$ cat src/rtl/gfx_pkg.sv
// rtl/gfx_pkg.sv - blend modes and one-hot controller states for gfx_blend_unit
package gfx_pkg;

  typedef enum logic [1:0] {
    REPLACE = 2'd0,
    ALPHA   = 2'd1,
    ADD     = 2'd2,
    MUL     = 2'd3
  } blend_mode_e;

  typedef enum logic [4:0] {
    ST_IDLE  = 5'b00001,
    ST_ALPHA = 5'b00010,
    ST_READ  = 5'b00100,
    ST_CALC  = 5'b01000,
    ST_WRITE = 5'b10000
  } state_e;

endpackage

$ cat src/rtl/gfx_blend_unit_if.sv
// rtl/gfx_blend_unit_if.sv - render-side pixel write port of gfx_blend_unit
interface gfx_blend_unit_if
  import gfx_pkg::*;
#(
  parameter int point_width = 16,
  parameter int CW          = 8,
  parameter int NCH         = 4
);
  logic        [point_width-1:0] pixel_x_o;
  logic        [point_width-1:0] pixel_y_o;
  logic signed [point_width-1:0] pixel_z_o;
  logic        [NCH*CW-1:0]      pixel_color_o;
  logic                          write_o;
  logic                          ack_i;

  modport master (
    output pixel_x_o, pixel_y_o, pixel_z_o, pixel_color_o, write_o,
    input  ack_i
  );

  modport slave (
    input  pixel_x_o, pixel_y_o, pixel_z_o, pixel_color_o, write_o,
    output ack_i
  );
endinterface

$ cat src/rtl/gfx_blend_channel.sv
// rtl/gfx_blend_channel.sv - one colour channel of the alpha/additive/multiply blend
module gfx_blend_channel
  import gfx_pkg::*;
#(
  parameter int CW = 8
) (
  input  blend_mode_e   mode,
  input  logic [CW-1:0] s,
  input  logic [CW-1:0] d,
  input  logic [CW-1:0] ca,
  output logic [CW-1:0] result
);
  localparam logic [CW-1:0] MAXV = '1;

  logic [2*CW-1:0] mix;
  logic [2*CW-1:0] prod;
  logic [CW:0]     sum;

  // s*ca + d*(max-ca) never exceeds max*max, so 2*CW bits hold it
  assign mix  = (2*CW)'(s) * (2*CW)'(ca) + (2*CW)'(d) * (2*CW)'(MAXV - ca);
  assign prod = (2*CW)'(s) * (2*CW)'(d);
  assign sum  = (CW+1)'(s) + (CW+1)'(d);

  always_comb begin
    result = s;
    case (mode)
      REPLACE: result = s;
      ALPHA:   result = CW'(mix >> CW);
      ADD:     result = sum[CW] ? MAXV : sum[CW-1:0];
      MUL:     result = CW'(prod >> CW);
    endcase
  end
endmodule

$ cat src/rtl/gfx_blend_unit.sv
// rtl/gfx_blend_unit.sv - fragment blend controller: alpha, target read, blend, pixel write
// Optional GFX_BLEND_OPAQUE_BYPASS_EN: alpha-mode pixels with ca = max skip the read, ca = 0 skip the write.
module gfx_blend_unit
  import gfx_pkg::*;
#(
  parameter int point_width = 16,
  parameter int CW          = 8,
  parameter int NCH         = 4
) (
  input  logic                          clk_i,
  input  logic                          rst_ni,
  input  logic [1:0]                    blend_mode_i,
  input  logic                          write_i,
  input  logic        [point_width-1:0] x_counter_i,
  input  logic        [point_width-1:0] y_counter_i,
  input  logic signed [point_width-1:0] z_i,
  input  logic        [NCH*CW-1:0]      pixel_color_i,
  input  logic        [CW-1:0]          alpha_i,
  input  logic        [CW-1:0]          global_alpha_i,
  output logic                          ack_o,
  output logic                          target_request_o,
  input  logic                          target_ack_i,
  input  logic        [NCH*CW-1:0]      target_color_i,
  input  logic                          wbm_busy_i,
  gfx_blend_unit_if.master              rnd
);
  state_e              state_q;
  blend_mode_e         mode_q;
  logic [NCH*CW-1:0]   src_q;
  logic [NCH*CW-1:0]   tgt_q;
  logic [CW-1:0]       alpha_q;
  logic [CW-1:0]       galpha_q;
  logic [CW-1:0]       ca_q;
  logic [CW-1:0]       ca_next;
  logic [NCH*CW-1:0]   blended;

  assign ca_next = CW'(((2*CW)'(alpha_q) * (2*CW)'(galpha_q)) >> CW);

  for (genvar g = 0; g < NCH; g++) begin : g_ch
    gfx_blend_channel #(.CW(CW)) u_ch (
      .mode   (mode_q),
      .s      (src_q[g*CW +: CW]),
      .d      (tgt_q[g*CW +: CW]),
      .ca     (ca_q),
      .result (blended[g*CW +: CW])
    );
  end

  always_ff @(posedge clk_i) begin
    if (!rst_ni) begin
      state_q           <= ST_IDLE;
      mode_q            <= REPLACE;
      src_q             <= '0;
      tgt_q             <= '0;
      alpha_q           <= '0;
      galpha_q          <= '0;
      ca_q              <= '0;
      ack_o             <= 1'b0;
      target_request_o  <= 1'b0;
      rnd.write_o       <= 1'b0;
      rnd.pixel_x_o     <= '0;
      rnd.pixel_y_o     <= '0;
      rnd.pixel_z_o     <= '0;
      rnd.pixel_color_o <= '0;
    end else begin
      ack_o <= 1'b0;
      case (state_q)
        ST_IDLE: begin
          if (write_i) begin
            rnd.pixel_x_o <= x_counter_i;
            rnd.pixel_y_o <= y_counter_i;
            rnd.pixel_z_o <= z_i;
            src_q         <= pixel_color_i;
            alpha_q       <= alpha_i;
            galpha_q      <= global_alpha_i;
            mode_q        <= blend_mode_e'(blend_mode_i);
            if (blend_mode_e'(blend_mode_i) == REPLACE) begin
              rnd.pixel_color_o <= pixel_color_i;
              rnd.write_o       <= 1'b1;
              state_q           <= ST_WRITE;
            end else begin
              state_q <= ST_ALPHA;
            end
          end
        end
        ST_ALPHA: begin
          ca_q <= ca_next;
`ifdef GFX_BLEND_OPAQUE_BYPASS_EN
          if (mode_q == ALPHA && ca_next == '1) begin
            rnd.pixel_color_o <= src_q;
            rnd.write_o       <= 1'b1;
            state_q           <= ST_WRITE;
          end else if (mode_q == ALPHA && ca_next == '0) begin
            ack_o   <= 1'b1;
            state_q <= ST_IDLE;
          end else begin
            state_q <= ST_READ;
          end
`else
          state_q <= ST_READ;
`endif
        end
        ST_READ: begin
          // an ack only completes the read once our request is actually out
          if (target_request_o) begin
            if (target_ack_i) begin
              target_request_o <= 1'b0;
              tgt_q            <= target_color_i;
              state_q          <= ST_CALC;
            end
          end else if (!wbm_busy_i) begin
            target_request_o <= 1'b1;
          end
        end
        ST_CALC: begin
          rnd.pixel_color_o <= blended;
          rnd.write_o       <= 1'b1;
          state_q           <= ST_WRITE;
        end
        ST_WRITE: begin
          if (rnd.ack_i) begin
            rnd.write_o <= 1'b0;
            ack_o       <= 1'b1;
            state_q     <= ST_IDLE;
          end
        end
        default: begin
          rnd.write_o      <= 1'b0;
          target_request_o <= 1'b0;
          state_q          <= ST_IDLE;
        end
      endcase
    end
  end
endmodule

$ cat src/flat_wrapper.sv
// flat-port wrapper written by rule: the top's interface ports become plain ports
module gfx_blend_unit_flat import gfx_pkg::*;
#(
  parameter int point_width = 16,
  parameter int CW          = 8,
  parameter int NCH         = 4
)
  (clk_i, rst_ni, blend_mode_i, write_i, x_counter_i, y_counter_i, z_i, pixel_color_i, alpha_i, global_alpha_i, ack_o, target_request_o, target_ack_i, target_color_i, wbm_busy_i, rnd_pixel_x_o, rnd_pixel_y_o, rnd_pixel_z_o, rnd_pixel_color_o, rnd_write_o, rnd_ack_i);
  gfx_blend_unit_if #(.point_width(point_width), .CW(CW), .NCH(NCH)) rnd_i ();
  input  logic clk_i;
  input  logic rst_ni;
  input  logic [1:0] blend_mode_i;
  input  logic write_i;
  input  logic        [point_width-1:0] x_counter_i;
  input  logic        [point_width-1:0] y_counter_i;
  input  logic signed [point_width-1:0] z_i;
  input  logic        [NCH*CW-1:0] pixel_color_i;
  input  logic        [CW-1:0] alpha_i;
  input  logic        [CW-1:0] global_alpha_i;
  output logic ack_o;
  output logic target_request_o;
  input  logic target_ack_i;
  input  logic        [NCH*CW-1:0] target_color_i;
  input  logic wbm_busy_i;
  output wire logic [$bits(rnd_i.pixel_x_o)-1:0] rnd_pixel_x_o;
  output wire logic [$bits(rnd_i.pixel_y_o)-1:0] rnd_pixel_y_o;
  output wire logic [$bits(rnd_i.pixel_z_o)-1:0] rnd_pixel_z_o;
  output wire logic [$bits(rnd_i.pixel_color_o)-1:0] rnd_pixel_color_o;
  output wire logic [$bits(rnd_i.write_o)-1:0] rnd_write_o;
  input wire logic [$bits(rnd_i.ack_i)-1:0] rnd_ack_i;
  assign rnd_pixel_x_o = rnd_i.pixel_x_o;
  assign rnd_pixel_y_o = rnd_i.pixel_y_o;
  assign rnd_pixel_z_o = rnd_i.pixel_z_o;
  assign rnd_pixel_color_o = rnd_i.pixel_color_o;
  assign rnd_write_o = rnd_i.write_o;
  assign rnd_i.ack_i = rnd_ack_i;
  gfx_blend_unit #(.point_width(point_width), .CW(CW), .NCH(NCH)) u_core (.clk_i(clk_i), .rst_ni(rst_ni), .blend_mode_i(blend_mode_i), .write_i(write_i), .x_counter_i(x_counter_i), .y_counter_i(y_counter_i), .z_i(z_i), .pixel_color_i(pixel_color_i), .alpha_i(alpha_i), .global_alpha_i(global_alpha_i), .ack_o(ack_o), .target_request_o(target_request_o), .target_ack_i(target_ack_i), .target_color_i(target_color_i), .wbm_busy_i(wbm_busy_i), .rnd(rnd_i));
endmodule
$ cat config.mk
export PLATFORM = sky130hd
export DESIGN_NAME = gfx_blend_unit_flat
export DESIGN_NICKNAME = d
export VERILOG_FILES = /design/src/rtl/gfx_pkg.sv /design/src/rtl/gfx_blend_unit_if.sv /design/src/rtl/gfx_blend_channel.sv /design/src/rtl/gfx_blend_unit.sv /design/src/flat_wrapper.sv
export SDC_FILE = /design/constraint.sdc
export NUM_CORES = 2
export LEC_CHECK = 0
export CAP_MARGIN = 20
export CORE_UTILIZATION = 35
export CTS_BUF_LIST = sky130_fd_sc_hd__clkbuf_2
export CTS_CLUSTER_DIAMETER = 30
export DETAILED_ROUTE_END_ITERATION = 6
export SLEW_MARGIN = 20
export SYNTH_ARGS = -nofsm -noshare
export SYNTH_HDL_FRONTEND = slang
export SYNTH_SLANG_ARGS = --single-unit
$ cat constraint.sdc
create_clock -name clk_i -period 12.1 [get_ports clk_i]
set_clock_uncertainty 0.2 [all_clocks]
set_input_delay 3.63 -clock clk_i [delete_from_list [all_inputs] [get_ports clk_i]]
set_output_delay 3.63 -clock clk_i [all_outputs]
set_load 0.05 [all_outputs]
# Word-level counts from Yosys, hierarchy flattened

Cells that the tools add are included.

Add/subtract/negate cells: 9
Multiply operators: 13
Equal/unequal tests: 13
Muxes and demuxes: 26
Bitwise gates (word level): 1
Reduce and logical (&&, ||, !) cells: 11

Operator list:

| operator              | count |
|---|---|
| $mul A8 B8 Y16        | 9 |
| $pmux W8 S4           | 4 |
| $add A16 B16 Y16      | 4 |
| $mux W32              | 2 |
| $pmux W32 S2          | 1 |
| $mul A8 B16 Y16       | 3 |
| $add A8 B8 Y9         | 4 |
| $mux W8               | 4 |
| $mux W5               | 5 |
| $pmux W5 S5           | 1 |
| $mul A9 B9 Y16        | 1 |
| $sub A8 B8 Y9 const A | 1 |
| $reduce_and A4 Y1     | 2 |
| $mux W1               | 7 |
| $ne A2 B2 Y1 const B  | 3 |
| $reduce_and A3 Y1     | 2 |
| $eq A5 B1 Y1 const B  | 1 |
| $eq A5 B2 Y1 const B  | 1 |
| $eq A5 B3 Y1 const B  | 1 |
| $eq A5 B4 Y1 const B  | 1 |
| $eq A5 B5 Y1 const B  | 1 |
| $eq A2 B2 Y1 const B  | 2 |
| $logic_not A2 Y1      | 2 |
| $ne A2 B1 Y1 const B  | 2 |
| other kinds (8)       | 9 |

Flip-flop bits (word level): 178
Input bits: 136
Output and inout bits: 83
Word-level logic and storage cells: 87

# Longest topological paths before layout

Depth after elaboration: 5
Mapped depth: 23
Gate-level depth less buffers: 21

# Hierarchy

Synthesis repeated with hierarchy kept, for this count alone.

Cell total of the unflattened synthesis: 4197
Area, all modules: 35729.3 µm²

By module, submodules not included:

| module                                       | times used | cells an instance | area an instance (µm²) |
|---|---|---|---|
| gfx_blend_channel at u_core.g_ch[1].u_ch ... | 2          | 800               | 6864.1 |
| gfx_blend_unit                               | 1          | 1010              | 8481.9 |
| gfx_blend_channel at u_core.g_ch[0].u_ch     | 1          | 813               | 6802.8 |
| gfx_blend_channel at u_core.g_ch[3].u_ch     | 1          | 774               | 6716.4 |

# Worst setup path before layout

No wires, ideal clock.

Path kind: register to register
From: reg u_core.ca_q[1]
To: reg u_core.rnd.pixel_color_o[31]
Data arrival time: 5.882 ns
Data required time: 11.842 ns
Setup slack: 5.960 ns
Cell stages (with the launch flop): 22
Cell sequence: dfxtp_1 -> clkbuf_1 -> clkbuf_1 -> nand2_1 -> fa_1 -> fa_1 -> inv_1 -> fa_1 -> fa_1 -> fa_1 -> inv_1 -> fa_1 -> inv_1 -> ha_1 -> o21ai_0 -> nor2_1 -> o21a_2 -> a41o_1 -> o41ai_4 -> xnor2_1 -> a2111oi_2 -> a211o_1

Longest elaborated chain between the ends: 5
Elaborated cells between the ends (all ways): 6
Those cells by class: 2 x add/sub; 2 x mul; 2 x mux

RTL lines:

| what                   | RTL line                | text |
|---|---|---|
| from (decl)            | gfx_blend_unit.sv:33    | `logic [CW-1:0] ca_q;` |
| from (signal assigned) | gfx_blend_unit.sv:87    | `ca_q <= ca_next;` |
| $sub A8 B8 Y9          | gfx_blend_channel.sv:20 | `assign mix = (2*CW)'(s) * (2*CW)'(ca) + (2*CW)'(d) * (2*CW)'(MAXV - ca);` |
| $mul A8 B16 Y16        | gfx_blend_channel.sv:20 |  |
| $add A16 B16 Y16 (*)   | gfx_blend_channel.sv:20 |  |
| $pmux W8 S4 (*)        | gfx_blend_channel.sv:26 | `case (mode)` |
| $pmux W32 S2 (*)       | gfx_blend_unit.sv:67    | `case (state_q)` |
| to (signal assigned)   | gfx_blend_unit.sv:78    | `rnd.pixel_color_o <= pixel_color_i;` |
| to (signal assigned)   | gfx_blend_unit.sv:116   | `rnd.pixel_color_o <= blended;` |
| to (decl)              | gfx_blend_unit_if.sv:17 | `output pixel_x_o, pixel_y_o, pixel_z_o, pixel_color_o, write_o,` |

Every way passes the cells marked *; elsewhere a longest branch is shown, timed or not.
A chain may end at the register's enable or synchronous reset.

# Worst setup path after layout

Ends and elaborated chain as after synthesis.

==> impl_metrics.env <==
export IMPL_power_total_uw=1590
export IMPL_syn_area_um2=34800
export IMPL_clockRootBuffer="clkbuf_2"
export IMPL_nFillCells=10125
export IMPL_hpwlAfterDp_mm=75.6
export IMPL_grt_first_pass_wirelength_mm=162
export IMPL_grt_pass1_vias=28562
export IMPL_cp_arrival_ns=7.83
export IMPL_core_area_um2=98400
export IMPL_hold_viol=0
export IMPL_register_area_um2=3580
export IMPL_wirelength_mm=102
export IMPL_synth_top_cells_by_area="fa_1 (32%), ha_1 (16%), dfxtp_1 (10%)"
export IMPL_post_drt_wl_per_cell_um=18.5
export IMPL_synth_distinct_cells=83
export IMPL_grt_busiest_layer="met2"
export IMPL_crit_fanout=34
export IMPL_whs_endpoint="u_core.rnd.pixel_y_o[14]$_SDFFE_PN0P_"
export IMPL_clk_latency_ns=1.11
export IMPL_min_delay_path_depth=2
export IMPL_cts_made_buffers=17
export IMPL_hold_path_class="flop to flop"
export IMPL_globalplace_congestion=0.882
export IMPL_cts_hold_fix_buffers=0
export IMPL_io_pins=219
export IMPL_ys_seq_area_share_pct=10.3
export IMPL_ys_warnings_count=0
export IMPL_rsz0062_at_grt="false"
export IMPL_cp_startpoint="u_core.ca_q[1]$_SDFFE_PN0P_"
export IMPL_drt_drc_violations_left=0
export IMPL_cts_resized_gates=0
export IMPL_htreeDepth=4
export IMPL_synthFlopType="dfxtp_1"
export IMPL_tns_ns=0
export IMPL_drv_cap=0
export IMPL_nets=5357
export IMPL_fp_dieW_um=317
export IMPL_relSlewSlack_pct=28.2
export IMPL_area_delta_synth_final_pct=11.0
export IMPL_final_antenna_net_count=0
export IMPL_r2r_start="u_core.ca_q[1]$_SDFFE_PN0P_"
export IMPL_rows=115
export IMPL_route_vias_total=27583
export IMPL_status="complete, no violations"
export IMPL_die_area_um2=101000
export IMPL_multi_input_area_um2=27400
export IMPL_fin_crit_ns=6.98
export IMPL_antenna_found_initial=11
export IMPL_grt_ovfl_total=0
export IMPL_async_flop_share_pct=0
export IMPL_syn_area_per_cell_um2=8.44
export IMPL_die_h_um=317
export IMPL_leakagePower_uw=0.0195
export IMPL_holdWs_ns=0.269
export IMPL_cts_tree="built"
export IMPL_synth_edf_count=0
export IMPL_post_synth_top_area_fraction_pct=32.1
export IMPL_postCtsSetupRepairBufs=0
export IMPL_ys_ff_latch=178
export IMPL_setup_viol=0
export IMPL_irDropWorstVdd_uv=75.0
export IMPL_synth_cells=4120
export IMPL_pwr_density_cell_nw_per_um2=41.3
export IMPL_r2r_end="u_core.rnd.pixel_color_o[31]$_SDFFE_PN0P_"
export IMPL_grtUsageMet3_pct=4.99
export IMPL_syn_nets=5256
export IMPL_grt_max_degree=88
export IMPL_critPathKind="flop to flop"
export IMPL_initial_core_util_pct=35.3
export IMPL_use_met1_pct=28.2
export IMPL_avgViaCountPerCell=4.99
export IMPL_worst_pin_slew_ns=1.07
export IMPL_ys_top_cells_by_count="inv_1 (804), nand2_1 (595), fa_1 (558), ha_1 (442), and2_1 (279)"
export IMPL_reg2regPathDepth=20
export IMPL_placed_area_um2=38300
export IMPL_max_clock_freq_ghz=0.143
export IMPL_required_ns=12.95
export IMPL_final_max_slew_violation_count=0
export IMPL_grtUsageTotal_pct=21.0
export IMPL_drt_first_pass_iters=6
export IMPL_period_share_pct=57.7
export IMPL_yosysTopAreaCell="fa_1"
export IMPL_cts_clk_slew_worst_paths_ns=0.38
export IMPL_gr_usage_met2_pct=34.4
export IMPL_cts_sinks=178
export IMPL_reg2reg_slack_ns=5.12
export IMPL_post_synth_top_count_cell="inv_1"
export IMPL_drtIter0Drc=1526
export IMPL_drive_gt1_share_pct=3.21
export IMPL_cp_start_kind="flop"
export IMPL_hp_start="u_core.rnd.pixel_y_o[14]$_SDFFE_PN0P_"
export IMPL_clock_path_buffers=2
export IMPL_crit_path_end_kind="flop"
export IMPL_design_area_um2=38600
export IMPL_port_buffers=218
-- layer usage --
metal,vias to the layer above,routed length [µm]
li1,12887,-
met1,13757,45400
met2,822,46900
met3,99,8670
met4,18,1300
met5,-,123
-- metrics by stage --
stage	utilization [%]	instances	setup slack, ns
2_1_floorplan	-	4120	5.96
3_3_place_gp	38.9	5489	5.25
3_5_place_dp	38.9	5489	5.16
4_1_cts	39.2	5521	5.07
5_1_grt	39.2	5522	4.79
6_report	39.2	5524	5.12
-- worst max-delay path, stage by stage, from the launching register on --
cell and delay, ns:
dfxtp_2 0.92, buf_4 0.49, nand2_1 0.14, fa_1 0.53
fa_1 0.56, inv_1 0.06, fa_1 0.49, fa_1 0.51
fa_1 0.49, inv_1 0.05, fa_1 0.47, inv_1 0.04
ha_1 0.33, o21ai_0 0.18, nor2_1 0.05, o21a_2 0.25
a41o_1 0.32, o41ai_4 0.23, xnor2_1 0.13, a2111oi_2 0.36
a211o_1 0.14
-- layout by cell type (no fill, tap or decap), types with 7 or more instances in the layout --
cell	count
nand2b_1	91
nor3_1	27
inv_1	803
xnor2_1	58
nand3_1	27
a21o_1	11
o21ai_0	69
and2_1	278
clkbuf_2	17
fa_1	558
nand4_1	8
or3_1	10
o211ai_1	13
o21bai_1	7
a31oi_1	19
nor2b_1	153
o22ai_1	13
mux2i_1	28
and3_1	9
nand2_1	594
ha_1	442
buf_4	62
dfxtp_2	10
dfxtp_1	168
clkdlybuf4s50_1	218
a221oi_1	12
o21a_1	14
xor2_1	36
o221ai_1	7
nor2_1	124
a211oi_1	11
a21oi_1	208
-- power by group --
part	internal [µW]	switching, µW	total [µW]
Combinational	165	351	516
Sequential	629	47.3	676
Clock	96.3	306	402
Total	890	704	1590
-- layout make-up --
class	count	area share (%)
diodes	3	0.0195
clock buffers	17	0.220
clock inverters	15	0.551
inverters	808	7.87
multi-input cells	2936	71.0
flip-flops and latches	178	9.27
well taps	1287	4.17
repair buffers	280	6.86
-- state kept, by name, indices dropped and copies added, names as in the netlist --
| register | flops |
|---|---|
| u_core.rnd.pixel_color_o | 32 |
| u_core.ack_o | 1 |
| u_core.state_q | 5 |
| u_core.mode_q | 2 |
| u_core.alpha_q | 8 |
| u_core.rnd.pixel_y_o | 16 |
| u_core.rnd.write_o | 1 |
| u_core.galpha_q | 8 |
| u_core.target_request_o | 1 |
| u_core.src_q | 32 |
| u_core.rnd.pixel_z_o | 16 |
| u_core.ca_q | 8 |
| u_core.rnd.pixel_x_o | 16 |
| u_core.tgt_q | 32 |
-- worst max-delay path by stage --
stage / end / cells past startpoint
final: u_core.rnd.pixel_color_o[31]$_SDFFE_PN0P_ / 20
after global routing: u_core.rnd.pixel_color_o[31]$_SDFFE_PN0P_ / 20
after CTS: u_core.rnd.pixel_color_o[31]$_SDFFE_PN0P_ / 20
after detailed placement: u_core.rnd.pixel_color_o[31]$_SDFFE_PN0P_ / 20
after global placement: u_core.rnd.pixel_color_o[31]$_SDFFE_PN0P_ / 20
after floorplan: u_core.rnd.pixel_color_o[31]$_SDFFE_PN0P_ / 21
-- cells by family after synthesis --
kind of cell | count (synthesis) | share of synthesized area [%]
AND/OR/NAND/NOR | 1352 | 19.1
buffers and inverters | 1006 | 11.0
adder cells (fa/ha/maj) | 1000 | 48.0
AO/OA/AOI/OAI | 461 | 8.39
flip-flops | 178 | 10.3
XOR/XNOR | 94 | 2.37
multiplexers | 29 | 0.871
Note: power is estimated with default switching activity, not from simulation.
